**src/rtl/instr_fetch_pkg.sv**
```systemverilog
// instr_fetch_pkg: widths, PC increment, default reset PC, fetch FSM
// states and the {pc, instr} buffer entry shared by the fetch stage.
package instr_fetch_pkg;
    localparam int PC_W    = 32;
    localparam int INSTR_W = 32;

    localparam logic [PC_W-1:0] PC_INC           = 32'd4;
    localparam logic [PC_W-1:0] DEFAULT_RESET_PC = 32'h0000_0000;

    // RUN: normal fetching. DRAIN: waiting out a request issued before a
    // redirect; its response is thrown away.
    typedef enum logic {
        RUN   = 1'b0,
        DRAIN = 1'b1
    } fetch_state_t;

    typedef struct packed {
        logic [PC_W-1:0]    pc;
        logic [INSTR_W-1:0] instr;
    } fetch_entry_t;
endpackage

```
**src/rtl/fetch_fifo2.sv**
```systemverilog
// fetch_fifo2: two-entry {pc, instr} FIFO between memory and decoder.
//   clk, rst  : clock, synchronous active-high reset (clears storage too)
//   push, din : write an entry (caller guarantees a free slot)
//   pop       : drop the head (caller guarantees count != 0)
//   flush     : empty the FIFO; wins over push and pop
//   head      : oldest entry
//   count     : occupancy, 0..2
module fetch_fifo2
    import instr_fetch_pkg::*;
(
    input  logic         clk,
    input  logic         rst,
    input  logic         push,
    input  logic         pop,
    input  logic         flush,
    input  fetch_entry_t din,
    output fetch_entry_t head,
    output logic [1:0]   count
);
    fetch_entry_t mem [2];
    logic         wr_ptr;
    logic         rd_ptr;

    always_ff @(posedge clk) begin
        if (rst) begin
            mem[0] <= '0;
            mem[1] <= '0;
            wr_ptr <= 1'b0;
            rd_ptr <= 1'b0;
            count  <= 2'd0;
        end else if (flush) begin
            wr_ptr <= 1'b0;
            rd_ptr <= 1'b0;
            count  <= 2'd0;
        end else begin
            if (push) begin
                mem[wr_ptr] <= din;
                wr_ptr      <= ~wr_ptr;
            end
            if (pop)
                rd_ptr <= ~rd_ptr;
            count <= count + {1'b0, push} - {1'b0, pop};
        end
    end

    assign head = mem[rd_ptr];
endmodule

```
**src/rtl/instr_fetch.sv**
```systemverilog
// instr_fetch: owns the PC, issues word reads over imem_req/imem_ack and
// hands {pc, instr} to the decoder over instr_valid/id_ready through a
// two-entry buffer. redirect_valid flushes and restarts at redirect_pc.
//   clk, rst                  : clock, synchronous active-high reset
//   imem_req/addr (out)       : registered read request, held until ack
//   imem_ack/rdata (in)       : request accepted, data valid this cycle
//   instr_valid/out, pc_out   : buffer head toward the decoder
//   id_ready (in)             : decoder accepts the head
//   redirect_valid/pc (in)    : one-cycle restart request
module instr_fetch
    import instr_fetch_pkg::*;
#(
    parameter logic [PC_W-1:0] RESET_PC = DEFAULT_RESET_PC
) (
    input  logic               clk,
    input  logic               rst,
    output logic               imem_req,
    output logic [PC_W-1:0]    imem_addr,
    input  logic               imem_ack,
    input  logic [INSTR_W-1:0] imem_rdata,
    output logic               instr_valid,
    output logic [INSTR_W-1:0] instr_out,
    output logic [PC_W-1:0]    pc_out,
    input  logic               id_ready,
    input  logic               redirect_valid,
    input  logic [PC_W-1:0]    redirect_pc
);
    fetch_state_t    state, state_nx;
    logic [PC_W-1:0] fetch_pc, fetch_pc_nx, addr_nx;
    logic [PC_W-1:0] target, pc_plus;
    logic            req_nx, ack_hit, push, pop, flush;
    logic [1:0]      count;
    logic [2:0]      count_after;
    fetch_entry_t    head;

    assign target      = redirect_pc & ~PC_W'(3);
    assign pc_plus     = fetch_pc + PC_INC;
    assign ack_hit     = imem_req & imem_ack;
    assign instr_valid = (count != 2'd0);
    assign pop         = instr_valid & id_ready;
    assign instr_out   = head.instr;
    assign pc_out      = head.pc;
    // Occupancy after a push this cycle; only meaningful on an ack.
    assign count_after = {1'b0, count} + 3'd1 - {2'b0, pop};

    fetch_fifo2 u_fifo (
        .clk   (clk),
        .rst   (rst),
        .push  (push),
        .pop   (pop),
        .flush (flush),
        .din   ('{pc: imem_addr, instr: imem_rdata}),
        .head  (head),
        .count (count)
    );

    // While a request is live in RUN, fetch_pc == imem_addr. A new request
    // starts only when the buffer will still have a slot for its data, so
    // an ack can always be pushed.
    always_comb begin
        state_nx    = state;
        req_nx      = imem_req;
        addr_nx     = imem_addr;
        fetch_pc_nx = fetch_pc;
        push        = 1'b0;
        flush       = 1'b0;
        unique case (state)
            RUN: begin
                if (redirect_valid) begin
                    flush       = 1'b1;
                    fetch_pc_nx = target;
                    if (imem_req && !imem_ack) begin
                        // handshake cannot be abandoned; wait it out
                        state_nx = DRAIN;
                    end else begin
                        // buffer is empty after the flush: restart at once
                        req_nx  = 1'b1;
                        addr_nx = target;
                    end
                end else if (ack_hit) begin
                    push        = 1'b1;
                    fetch_pc_nx = pc_plus;
                    if (count_after < 3'd2) begin
                        req_nx  = 1'b1;
                        addr_nx = pc_plus;
                    end else begin
                        req_nx = 1'b0;
                    end
                end else if (!imem_req && count < 2'd2) begin
                    req_nx  = 1'b1;
                    addr_nx = fetch_pc;
                end
            end
            DRAIN: begin
                if (redirect_valid) begin
                    flush       = 1'b1;
                    fetch_pc_nx = target;
                end
                if (imem_ack) begin
                    req_nx   = 1'b0;
                    state_nx = RUN;
                end
            end
        endcase
    end

    always_ff @(posedge clk) begin
        if (rst) begin
            state     <= RUN;
            fetch_pc  <= RESET_PC;
            imem_req  <= 1'b0;
            imem_addr <= RESET_PC;
        end else begin
            state     <= state_nx;
            fetch_pc  <= fetch_pc_nx;
            imem_req  <= req_nx;
            imem_addr <= addr_nx;
        end
    end
endmodule
```
**config.mk**
```make
export PLATFORM = sky130hd
export DESIGN_NAME = instr_fetch
export DESIGN_NICKNAME = d
export VERILOG_FILES = /design/src/rtl/instr_fetch_pkg.sv /design/src/rtl/fetch_fifo2.sv /design/src/rtl/instr_fetch.sv
export SDC_FILE = /design/constraint.sdc
export NUM_CORES = 1
export LEC_CHECK = 0
export CORE_UTILIZATION = 50
export CTS_BUF_LIST = sky130_fd_sc_hd__clkbuf_4
export CTS_CLUSTER_DIAMETER = 30
export DETAILED_ROUTE_END_ITERATION = 8
export HOLD_SLACK_MARGIN = 0.15
export PLACE_DENSITY = 0.79
export RECOVER_POWER = 100
export SKIP_CTS_REPAIR_TIMING = 1
export SLEW_MARGIN = 20
export SYNTH_ARGS = -nofsm -noshare
export SYNTH_HDL_FRONTEND = slang
export SYNTH_SLANG_ARGS = --single-unit
```
**constraint.sdc**
```tcl
create_clock -name clk -period 6.4 [get_ports clk]
set_input_delay 1.28 -clock clk [delete_from_list [all_inputs] [get_ports clk]]
set_output_delay 1.28 -clock clk [all_outputs]
set_load 0.01 [all_outputs]
```
-- After elaboration in Yosys (flattened, before gate mapping)
Memories as Yosys holds them, arrays and structs flattened. A register that Yosys moved wholly into a read port is not among the register bits.
Index checks and enable logic that the tools add are counted.
- bits in registers: 70
- bits in latches: 0
- memory bits (writable): 128
- ROM bits: 0
- input port bits: 69
- output and inout bits: 98
- logic and storage cells: 73
- memories: 1
- add/subtract/negate cells: 5
- multiply operators: 0
- div/mod/pow operators: 0
- $lt $le $gt $ge: 2
- equal/unequal tests: 7
- shift-type cells: 0
- muxes and demuxes: 35
- bitwise gates (word level): 5
- reduce and logical (&&, ||, !) cells: 11
- memories (memory ; depth ; bits a word ; rd ports ; clocked after Yosys merged registers in ; write ports ; line ; source):
    u_fifo.mem ; 2 ; 64 ; 1 ; 1 ; 2 ; fetch_fifo2.sv:20 ; fetch_entry_t mem [2];
- operators by type and width (operator ; number):
    2-to-1 mux 32 bit ; 8
    2-to-1 mux 64 bit ; 1
    one-hot mux 32 bit (2 select lines) ; 1
    OR reduction 64 bit ; 1
    adder 32 x 3 -> 32 bit, second input constant ; 1
    2-to-1 mux 1 bit ; 23
    != test 2 bit, second input constant ; 3
    != test 3 bit, second input constant ; 2
    != test 4 bit, second input constant ; 1
    one-hot mux 1 bit (2 select lines) ; 2
    AND reduction 4 bit ; 1
    adder 2 x 1 -> 3 bit, second input constant ; 1
    less-than comparator 3 x 2 -> 1 bit, second input constant ; 1
    != test 3 x 2 -> 1 bit, second input constant ; 1
    inverter 1 bit ; 3
    AND reduction 3 bit ; 1
    nonzero test 3 bit ; 1
    subtractor 3 x 1 -> 3 bit ; 1
    adder 2 x 1 -> 2 bit ; 1
    AND 1 bit ; 2
    logical AND 1 bit ; 2
    logical NOT 1 bit ; 2
    less-than comparator 2 bit, second input constant ; 1
    AND reduction 2 bit ; 1
    3 further kinds ; 3

-- Depth between registers and ports, before layout
- word-level depth: 10
- gate-level depth with buffers: 11
- mapped depth without buffers: 8

-- By module
From an unflattened synthesis, not the netlist that was laid out.
- cells, all modules: 845
- area, all modules: 9653.0 um2
- modules (own cells, without submodules) (module ; times used ; cells an instance ; area an instance (um2) ; seq. area each (um2)):
    fetch_fifo2 ; 1 ; 378 ; 5881.9 ; 3943.8
    instr_fetch ; 1 ; 467 ; 3771.1 ; 1261.2

-- Least setup slack after synthesis
Ideal clock, no wire load.
- path type: input to register
- start: in imem_ack
- end: mem u_fifo.mem[0][0] (netlist bit) (enable)
- library setup time: 571 ps
- arrival: 6285 ps
- data required time: 5829 ps
- slack: -456 ps
- stages: 4
- path buffers: 1
- cells stage by stage: nand2_1 -> or3_1 -> buf_2 -> o21ai_0
- RTL lines (item ; line ; source):
    from (decl) ; instr_fetch.sv:19 ; input logic imem_ack,
    to (decl) ; fetch_fifo2.sv:20 ;

==> results.md <==
* GRT Overall Usage at between 20 and 25%
* Worst-Skew Late Latency at about 580 ps
* Crit path kind: in -> reg
* Seq/Total Area, Yosys at a little over half
* #FFs+latches synth at about 190
* DR iter-0 viols at between 400 and 500
* Worst hold path type: reg -> reg
* Failing checks: max-capacitance violations, max-slew violations
* DR vias/cell at between 5 and 6
* I/O pin cnt at between 150 and 200
* Most common cell in the netlist: and2_1
* Measured slew at the worst slew-check pin at about 2500 ps
* Leading area contributor after synthesis: edfxtp_1
* Post-synth ARST share at 0%
* GR Overflow Total at 0
* Largest cells by area after synthesis: edfxtp_1 40%, dfxtp_1 14%, and2_1 8.6%
* Largest net degree at the start of global routing at between 60 and 70
* Synth top cells by count: 131 x and2_1, 126 x edfxtp_1, 68 x dfxtp_1, 64 x mux2_2, 56 x nand2_1
* Maximum VDD drop at about 0.11 mV
* Antenna-violating nets left at 0
* Routed wl met2 at ~11 mm
* Setup Slack @ Placement at between 2000 and 2500 ps
* Chip height at approximately 140 um
* Synth warn at 0
* Synthesized cell area at approximately 0.0095 sq mm
* Distinct cells, synth at 62
* Area growth syn-to-layout at 21.7%
* Rows at 50
* Post-layout util at between 60% and 70%
* Mapped Nets at roughly 930
* Post-Synthesis Cells at roughly 860
* Wire length per cell at ~18 um
* Final Skew at roughly 22 ps
* Root Driver: clkbuf_4
* Crit-path most repeated cell: clkbuf_1
* Final Hold Viols at 0
* Global-route wire length before repair at approximately 35 mm
* Critical Path Source Type: primary input
* Setup violators final at 0
* Vias at about 6900
* Met3 wire length at approximately 1.1 mm
* Final GP Congestion at slightly above 0.9
* Crit path cell chain: dlygate4sd3_1, nand2_1, clkbuf_1, or3_1, nor3_4, clkbuf_1, and2_0
* Top routing layer in use: met4
* Max_cap viols at 5
* Initial Util at between 50% and 60%
* DIE AREA at 0.0195 sq mm
* Number of flops mapped to enable cells by yosys at approximately 130
* H-tree depth reported by CTS at 4
* Largest stage delay on the critical path at roughly 1800 ps
* Fin nets at ~1100
* Ys flop type: edfxtp_1
* Met1 wire length at ~9.3 mm
* Post-synth top area share at between 30% and 40%
* Max transition margin at -63.8%
* Hpwl dp at roughly 14 mm
* CP Capture Type: register
* Final period utilization at 78.2%
* Leakage power total at 4.28 nW
* Share of cells above drive strength 1 at between 10% and 20%
* Status: finished, violations left
* Final WS setup at between 1000 and 1500 ps
* I/O Buffers at between 150 and 200
* RSZ-0062 raised after global routing: no
* Initial antenna violation count at 1
* Drt drc at 0
* Setup_tns at 0 ps
* Clock sink count at 194
* CTS Buf Count at 17
* Vias in the first global route at 6792
* Max Slew Vio Count at approximately 300
* Longest Clk Path Bufs at 2
* Max Freq at approximately 200 MHz
* Critical-path top delay cell: clkbuf_1
* Die span in x at 140 um
* Core ar. at between 0.015 and 0.02 sq mm
* Routed WL at 21.8 mm
* Top Family by Delay on Critical Path: buffers and inverters
* Crit path required time at roughly 6800 ps
* Buf/Inv on CP at 3
* Reg clk slew, reported paths at 160 ps
* Period minus WS final at between 5000 and 6000 ps
* Drt first pass iters at 6
* CTS tree: built
* Fillers at between 1500 and 2000
* CP arrival at 5450 ps
* Avg Cell Area, Syn at around 11 sq um
* Crit-path max FO at 63
* PD cells at around 220 mW/mm^2
## worst paths after layout
path	slack, ps	end	startpoint	cells past startpoint
worst max register to register	2240	u_fifo.mem[0][10]$_SDFFCE_PN0P_	imem_req$_SDFFE_PP0P_	6
worst min register to register	490	imem_addr[3]$_SDFFE_PP0P_	imem_addr[3]$_SDFFE_PP0P_	2
worst min-delay path	490	imem_addr[3]$_SDFFE_PP0P_	imem_addr[3]$_SDFFE_PP0P_	2
worst max-delay path	1390	u_fifo.mem[0][10]$_SDFFCE_PN0P_	imem_ack	7
## stage by stage
stage          hold WS [ps]  cell area (sq um)  std cells  total power [mW]
6_report                489              11600       1238              2.53
5_1_grt                 523              11600       1238              2.64
4_1_cts                 496              11600       1236              2.56
3_5_place_dp            477              11300       1204              1.82
3_3_place_gp            469              11300       1204              1.81
2_1_floorplan           492               9490        858              1.64
## power by group
| group | switching [mW] | total, mW | internal (mW) |
|---|---|---|---|
| sequential | 0.0515 | 1.45 | 1.40 |
| clock | 0.433 | 0.755 | 0.322 |
| combinational | 0.161 | 0.320 | 0.159 |
## sequential cells by signal, indices dropped and copies added (netlist names), named ones only
register,flops
fetch_pc,30
imem_addr,31
imem_req,1
state,1
u_fifo.count,2
u_fifo.mem,126
u_fifo.rd_ptr,1
u_fifo.wr_ptr,1
## final cells by class
class	instances	area, sq um	area share, %
Sequential cell	194	5140	44.5
Multi-Input combinational cell	588	4040	35.0
Timing Repair Buffer	175	1690	14.6
Tap cell	234	293	2.53
Clock inverter	14	200	1.73
Clock buffer	18	135	1.17
Inverter	13	48.8	0.422
Antenna cell	2	5.00	0.0433
## routing by layer
layer	track usage (%)	vias up
met5	0	-
met4	9.54	0
met3	3.79	42
met2	39.3	225
met1	28.6	3298
li1	-	3348
## cells by family after synthesis
family / count (synthesis) / synth area share, %
adders and majority gates: 4 / 0.527
muxes: 70 / 8.24
xor gates and xnor gates: 43 / 3.97
DFF: 194 / 54.2
AOI/OAI and AO/OA: 131 / 9.24
and+or+nand+nor: 340 / 20.6
buffers and inverters: 76 / 3.26
## cell usage in the layout (no fill, tap or decap), drive strengths merged, types with 5 or more instances in the layout
cell type	synthesis	layout
and2	132	132
edfxtp	126	126
dlygate4sd3	0	96
dfxtp	68	68
clkdlybuf4s50	0	66
mux2	65	65
nand2	57	57
nor2	44	44
a21oi	36	36
clkbuf	47	27
xor2	22	22
o21ai	22	22
xnor2	21	21
nor3	21	21
inv	12	17
nand3	16	16
a211oi	16	16
nand4	16	16
nand2b	10	10
and4	10	10
nor4	10	10
o211ai	9	9
a311oi	6	6
o21a	5	5
and3	5	5
o211a	5	5
mux2i	5	5
a31oi	5	5
or3	5	5
clkinv	1	5
## tightest hold or removal path, stage by stage (launching register included)
cell and delay, ps:
dfxtp_1 350, nand2_1 60, a21oi_1 50
Power figures use the tool's default switching activity.
